[config.mk]
export PLATFORM = sky130hd
export DESIGN_NAME = barrel_shifter_pipe
export DESIGN_NICKNAME = d
export VERILOG_FILES = /design/src/rtl/barrel_shifter_pkg.sv /design/src/rtl/bshift_stage.sv /design/src/rtl/barrel_shifter_pipe.sv
export SDC_FILE = /design/constraint.sdc
export NUM_CORES = 1
export LEC_CHECK = 0
export ABC_AREA = 1
export BUFFER_PORTS_ARGS = -buffer_cell sky130_fd_sc_hd__buf_4
export CORE_UTILIZATION = 30
export DETAILED_ROUTE_END_ITERATION = 7
export GPL_ROUTABILITY_DRIVEN = 1
export PLACE_DENSITY = 0.46
export SYNTH_ARGS = -nofsm -noshare
export SYNTH_HDL_FRONTEND = slang
export SYNTH_SLANG_ARGS = --single-unit
[constraint.sdc]
create_clock -name i_clk -period 1.19 [get_ports i_clk]
set_input_delay 0.238 -clock i_clk [delete_from_list [all_inputs] [get_ports i_clk]]
set_output_delay 0.238 -clock i_clk [all_outputs]
set_load 0.03 [all_outputs]
[src/rtl/barrel_shifter_pkg.sv]
// Shared definitions for the pipelined barrel shifter.
//   mode_t   : 2-bit shift/rotate mode selector
//   MODE_*   : encodings for ROR, ROL, SRL and SRA
package barrel_shifter_pkg;

  typedef logic [1:0] mode_t;

  localparam mode_t MODE_ROR = 2'b00;
  localparam mode_t MODE_ROL = 2'b01;
  localparam mode_t MODE_SRL = 2'b10;
  localparam mode_t MODE_SRA = 2'b11;

endpackage

[src/rtl/bshift_stage.sv]
// One log stage of the pipelined barrel shifter.
// Applies a constant move of DIST bit positions when the matching shamt bit
// is set, then registers the result together with the word's valid bit,
// mode, shift amount and original sign bit.
//
// Optional: BARREL_SHIFTER_PIPE_FLAG_EN adds o_zero, a registered
// "result is zero" flag that travels alongside o_data.
//
// Ports:
//   i_clk, i_rstn        clock, asynchronous active-low reset
//   i_en                 pipeline advance; all registers hold when low
//   i_valid/o_valid      slot valid in / out
//   i_data/o_data        data word in / moved word out
//   i_mode/o_mode        shift mode, passed along
//   i_shamt/o_shamt      full shift amount, passed along
//   i_sign/o_sign        original operand MSB, SRA fill value
//   o_zero               (flag build only) registered o_data == 0
module bshift_stage
  import barrel_shifter_pkg::*;
#(
  parameter int DATA_W = 32,
  parameter int DIST   = 1
) (
  input  logic                       i_clk,
  input  logic                       i_rstn,
  input  logic                       i_en,
  input  logic                       i_valid,
  input  logic [DATA_W-1:0]          i_data,
  input  mode_t                      i_mode,
  input  logic [$clog2(DATA_W)-1:0]  i_shamt,
  input  logic                       i_sign,
  output logic                       o_valid,
  output logic [DATA_W-1:0]          o_data,
  output mode_t                      o_mode,
  output logic [$clog2(DATA_W)-1:0]  o_shamt,
`ifdef BARREL_SHIFTER_PIPE_FLAG_EN
  output logic                       o_zero,
`endif
  output logic                       o_sign
);

  localparam int SHAMT_W = $clog2(DATA_W);
  localparam int SEL_BIT = $clog2(DIST);
  // Top DIST bits set: the positions vacated by a right shift.
  localparam logic [DATA_W-1:0] FILL_MASK = ~({DATA_W{1'b1}} >> DIST);

  logic [DATA_W-1:0]  data_d;
  logic               valid_q;
  logic [DATA_W-1:0]  data_q;
  mode_t              mode_q;
  logic [SHAMT_W-1:0] shamt_q;
  logic               sign_q;

  // NOTE: default assignment first so every path drives data_d; otherwise
  // a latch is inferred when the shamt bit is clear.
  always_comb begin
    data_d = i_data;
    if (i_shamt[SEL_BIT]) begin
      case (i_mode)
        MODE_ROR: data_d = (i_data >> DIST) | (i_data << (DATA_W - DIST));
        MODE_ROL: data_d = (i_data << DIST) | (i_data >> (DATA_W - DIST));
        MODE_SRL: data_d = i_data >> DIST;
        MODE_SRA: data_d = (i_data >> DIST) | (i_sign ? FILL_MASK : '0);
        default:  data_d = i_data;
      endcase
    end
  end

  // NOTE: non-blocking assignments so every stage samples its predecessor's
  // pre-edge value. Payload registers are reset too, because o_data must read
  // 0 after reset, and they load only for valid slots so bubbles never
  // disturb the last delivered result.
  always_ff @(posedge i_clk or negedge i_rstn) begin
    if (!i_rstn) begin
      valid_q <= 1'b0;
      data_q  <= '0;
      mode_q  <= MODE_ROR;
      shamt_q <= '0;
      sign_q  <= 1'b0;
    end else if (i_en) begin
      valid_q <= i_valid;
      if (i_valid) begin
        data_q  <= data_d;
        mode_q  <= i_mode;
        shamt_q <= i_shamt;
        sign_q  <= i_sign;
      end
    end
  end

`ifdef BARREL_SHIFTER_PIPE_FLAG_EN
  logic zero_q;

  always_ff @(posedge i_clk or negedge i_rstn) begin
    if (!i_rstn) begin
      zero_q <= 1'b0;
    end else if (i_en && i_valid) begin
      zero_q <= (data_d == '0);
    end
  end

  assign o_zero = zero_q;
`endif

  assign o_valid = valid_q;
  assign o_data  = data_q;
  assign o_mode  = mode_q;
  assign o_shamt = shamt_q;
  assign o_sign  = sign_q;

endmodule

[src/rtl/barrel_shifter_pipe.sv]
// Pipelined DATA_W-bit barrel shifter/rotator with valid/ready handshake.
// One registered stage per shamt bit, largest move first; latency SHAMT_W
// cycles, one word per cycle. The whole pipeline stalls when the output is
// held (o_valid & !i_ready); bubbles are not collapsed.
//
// Optional: define BARREL_SHIFTER_PIPE_FLAG_EN to add o_zero, a registered
// flag that is 1 when the delivered result is zero.
//
// Ports:
//   i_clk, i_rstn   clock, asynchronous active-low reset
//   i_valid/o_ready input handshake (o_ready is combinational)
//   i_data          operand
//   i_shamt         shift/rotate amount 0..DATA_W-1
//   i_mode          00 ROR, 01 ROL, 10 SRL, 11 SRA
//   o_valid/i_ready output handshake
//   o_data          result, held while stalled
//   o_zero          (flag build only) result == 0
module barrel_shifter_pipe
  import barrel_shifter_pkg::*;
#(
  parameter  int DATA_W  = 32,
  localparam int SHAMT_W = $clog2(DATA_W)
) (
  input  logic               i_clk,
  input  logic               i_rstn,
  input  logic               i_valid,
  output logic               o_ready,
  input  logic [DATA_W-1:0]  i_data,
  input  logic [SHAMT_W-1:0] i_shamt,
  input  logic [1:0]         i_mode,
  output logic               o_valid,
  input  logic               i_ready,
`ifdef BARREL_SHIFTER_PIPE_FLAG_EN
  output logic               o_zero,
`endif
  output logic [DATA_W-1:0]  o_data
);

  logic advance;

  // Index 0 is the input port, index s+1 is the output of stage s.
  logic               valid_s [SHAMT_W+1];
  logic [DATA_W-1:0]  data_s  [SHAMT_W+1];
  mode_t              mode_s  [SHAMT_W+1];
  logic [SHAMT_W-1:0] shamt_s [SHAMT_W+1];
  logic               sign_s  [SHAMT_W+1];
`ifdef BARREL_SHIFTER_PIPE_FLAG_EN
  logic               zero_s  [SHAMT_W];
`endif

  // Room exists whenever the output slot is empty or being drained.
  assign advance = !o_valid || i_ready;
  assign o_ready = advance;

  assign valid_s[0] = i_valid;
  assign data_s[0]  = i_data;
  assign mode_s[0]  = mode_t'(i_mode);
  assign shamt_s[0] = i_shamt;
  assign sign_s[0]  = i_data[DATA_W-1];

  for (genvar s = 0; s < SHAMT_W; s++) begin : g_stage
    bshift_stage #(
      .DATA_W (DATA_W),
      .DIST   (1 << (SHAMT_W - 1 - s))
    ) u_stage (
      .i_clk   (i_clk),
      .i_rstn  (i_rstn),
      .i_en    (advance),
      .i_valid (valid_s[s]),
      .i_data  (data_s[s]),
      .i_mode  (mode_s[s]),
      .i_shamt (shamt_s[s]),
      .i_sign  (sign_s[s]),
      .o_valid (valid_s[s+1]),
      .o_data  (data_s[s+1]),
      .o_mode  (mode_s[s+1]),
      .o_shamt (shamt_s[s+1]),
`ifdef BARREL_SHIFTER_PIPE_FLAG_EN
      .o_zero  (zero_s[s]),
`endif
      .o_sign  (sign_s[s+1])
    );
  end

  assign o_valid = valid_s[SHAMT_W];
  assign o_data  = data_s[SHAMT_W];
`ifdef BARREL_SHIFTER_PIPE_FLAG_EN
  assign o_zero  = zero_s[SHAMT_W-1];
`endif

endmodule

==> impl_metrics.csv <==
group,metric,value,unit
routing,firstDrtPassIters,5,
timing,max_freq,0.727,GHz
finish,nFillCells,3786,
placed_design,portBuffers,76,
timing,period_minus_slack,1380,ps
logic_synthesis,synth_cell_types,21,
critical_path,cp-end-kind,"output pin",
power_and_ir_drop,power_density,2780,mW/mm2
logic_synthesis,syn_area,0.0113,mm2
timing,hold_viol_final,0,
logic_synthesis,yosys_most_used_dff,"dfrtp_1",
clocking,clock_sinks,187,
critical_path,cp_data_required_time,950,ps
finish,drive_above_1_share,31.5,%
hold_path,min_path_type,"in2reg",
clocking,htreeDepth,4,
critical_path,setup.worst_path.start,"g_stage[4].u_stage.o_valid",
grt,grt_max_degree,65,
finish,nets,1790,
finish,area_delta_synth_final,38.8,%
logic_synthesis,ys_warn_count,0,
logic_synthesis,synth-edff-count,0,
outcome,status,"complete, but fails checks",
floorplan,die_area,0.0386,mm2
power_and_ir_drop,p_leak,0.00728,uW
timing,whs,47.5,ps
grt,grt_pass1_vias,10600,
routing,via_count,10700,
critical_path,cp_data_arrival_time,1140,ps
clocking,cts.clk_slew.worst_paths,70,ps
floorplan,die_h,196,um
routing,drc,0,
grt,track_usage,18.8,%
placed_design,place_area,0.0126,mm2
timing,relSlewSlack,68.6,%
timing,fin_skew,23.2,ps
timing,rsz0062_at_grt,"true",
floorplan,num_rows,70,
critical_path,cp-endpoint,"o_valid",
timing,setup_slack,-186,ps
critical_path,ff2ff_path_depth,7,
placed_design,place_congestion,0.799,
clocking,cts_buffers,17,
critical_path,r2r-end,"g_stage[3].u_stage.o_data[16]",
grt,antenna_found_initial,0,
outcome,violations,"setup timing",
logic_synthesis,synthDominantCellAreaShare,41.3,%
critical_path,reg2reg_slack,-170,ps
routing,via_per_inst,4.72,
critical_path,startpoint_type,"flip-flop",
timing,drv_slew,0,
logic_synthesis,synth_area_leaders,"dfrtp_1, nor2_1, nand3_1",
grt,grt_pass1_wl,57.0,mm
grt,grt_overflow,0,
finish,final_cell_area,0.0157,mm2
logic_synthesis,synthArstFlopShare,100,%
routing,drt-initial-drc-count,632,
logic_synthesis,synth_seq_area_share,41.3,%
power_and_ir_drop,finalPower,43700,uW
floorplan,io_pins,77,
finish,fin_util,42.7,%
timing,fin_crit_sh,116,%
routing,postRouteAntennaNets,0,
clocking,cts_buffer_depth,2,
power_and_ir_drop,vdd_drop_max,1.07,mV
logic_synthesis,yosysTopAreaCell,"dfrtp_1",
timing,tightest_slew,466,ps
timing,setup_viol,210,
routing,wire_per_inst,15.3,um
logic_synthesis,synth_area_per_cell,6.91,um2
critical_path,crit_type,"reg2out",
critical_path,crit_fanout,2,
logic_synthesis,syn_inst,1642,
finish,diodes,0,
floorplan,die_w,196,um
job,maxCapViolations,0,
routing,wirelength,34.7,mm
floorplan,start_util,30.7,%
logic_synthesis,synth_nets,1685,
logic_synthesis,ys_ff_latch,187,
clocking,cts_root_buf,"clkbuf_16",
floorplan,core-area,0.0369,mm2
placed_design,dpl.hpwl,22.9,mm
clocking,clk_latency,460,ps
critical_path,r2r_start,"g_stage[4].u_stage.o_valid",
clocking,cts_tree,"done",
worst min path at each step:
stage / from / end / slack (ps) / depth (start not counted)
floorplan: i_rstn / g_stage[0].u_stage.o_data[0] / -60 / 0
global placement: i_rstn / g_stage[4].u_stage.o_data[30] / 170 / 1
detailed placement: i_rstn / g_stage[4].u_stage.o_data[31] / 170 / 1
CTS: i_mode[0] / g_stage[0].u_stage.o_mode[0] / 20 / 3
global route: i_mode[0] / g_stage[0].u_stage.o_mode[0] / 30 / 3
finish: i_mode[0] / g_stage[0].u_stage.o_mode[0] / 50 / 3
repair_timing:
action / in CTS / in global routing
gates cloned: 20 / 2
hold buffers: 5 / 0
setup endpoints to repair: 181 / 215
hold endpoints to repair: 70 / 0
pin swaps: 67 / 25
buffers inserted: 41 / 19
resized for setup: 317 / 185
critical path, stage by stage, from the launching register on:
cell	delay, ps
dfrtp_2	450
buf_6	130
buf_6	120
power by group:
| group | switching [uW] | total, uW | internal, uW |
|---|---|---|---|
| Clock | 2710 | 6060 | 3350 |
| Combinational | 15100 | 25800 | 10700 |
| Sequential | 2610 | 11800 | 9230 |
| Total | 20400 | 43700 | 23300 |
metal layers:
layer	up-vias	track usage [%]	part of all wire, %
met3	34	2.58	2.2
met2	158	32.6	51
li1	5347	-	-
met4	0	6.37	2.2
met5	-	0	0
met1	5150	23.8	45
metrics by stage:
step	instances	setup TNS, ps	setup slack [ps]
2_1_floorplan	1642	-5200	-55.1
3_3_place_gp	2158	-2680	-83.1
3_5_place_dp	2158	-2440	-59.7
4_1_cts	2255	-22240	-219
5_1_grt	2264	-29930	-227
6_report	2264	-18180	-186
state kept, by name, summed over array words and instances, names as in the netlist:
name,flops
g_stage.u_stage.o_data,160
g_stage.u_stage.o_mode,8
g_stage.u_stage.o_shamt,10
g_stage.u_stage.o_sign,4
g_stage.u_stage.o_valid,5
placed cells by master (no fill, tap or decap), drive strengths merged:
master,netlist,layout
nand2,290,291
o21ai,81,81
clkinv,0,9
a21oi,115,115
nor2,417,417
clkbuf,41,23
dlygate4sd3,0,5
inv,166,166
clkinvlp,0,3
nand3,247,247
bufinv,0,2
dfrtp,187,187
buf,98,214
layout make-up:
type / count / area (um2) / share of cell area, %
Clock buffer: 21 / 480 / 3.05
Timing Repair Buffer: 221 / 2600 / 16.5
Sequential cell: 187 / 4680 / 29.8
Tap cell: 504 / 631 / 4.01
Clock inverter: 11 / 135 / 0.859
Multi-Input combinational cell: 1151 / 6460 / 41.1
Inverter: 166 / 697 / 4.43
Timing Repair inverter: 3 / 41.3 / 0.262
cells in the mapped netlist (2+ instances only):
cell type    n
nand2_8      6
o21ai_0     57
inv_1      157
inv_4        4
a21oi_2      9
buf_1        2
nor2_1     408
clkbuf_1    41
nand3_1    247
nand2_1    283
a21oi_1    106
buf_4       38
buf_2       29
o21ai_1      5
dfrtp_1    187
o21ai_2     19
buf_6       28
inv_2        5
nor2_2       9
cells by family (layout without fill, tap and decap cells):
family | count (synthesis) | after routing | share of synthesized area (%)
AND/OR/NAND/NOR | 954 | 955 | 35.4
flip-flops | 187 | 187 | 41.3
AO/OA/AOI/OAI | 196 | 196 | 9.58
buffers and inverters | 305 | 422 | 13.8
Power figures use the tool's default switching activity.
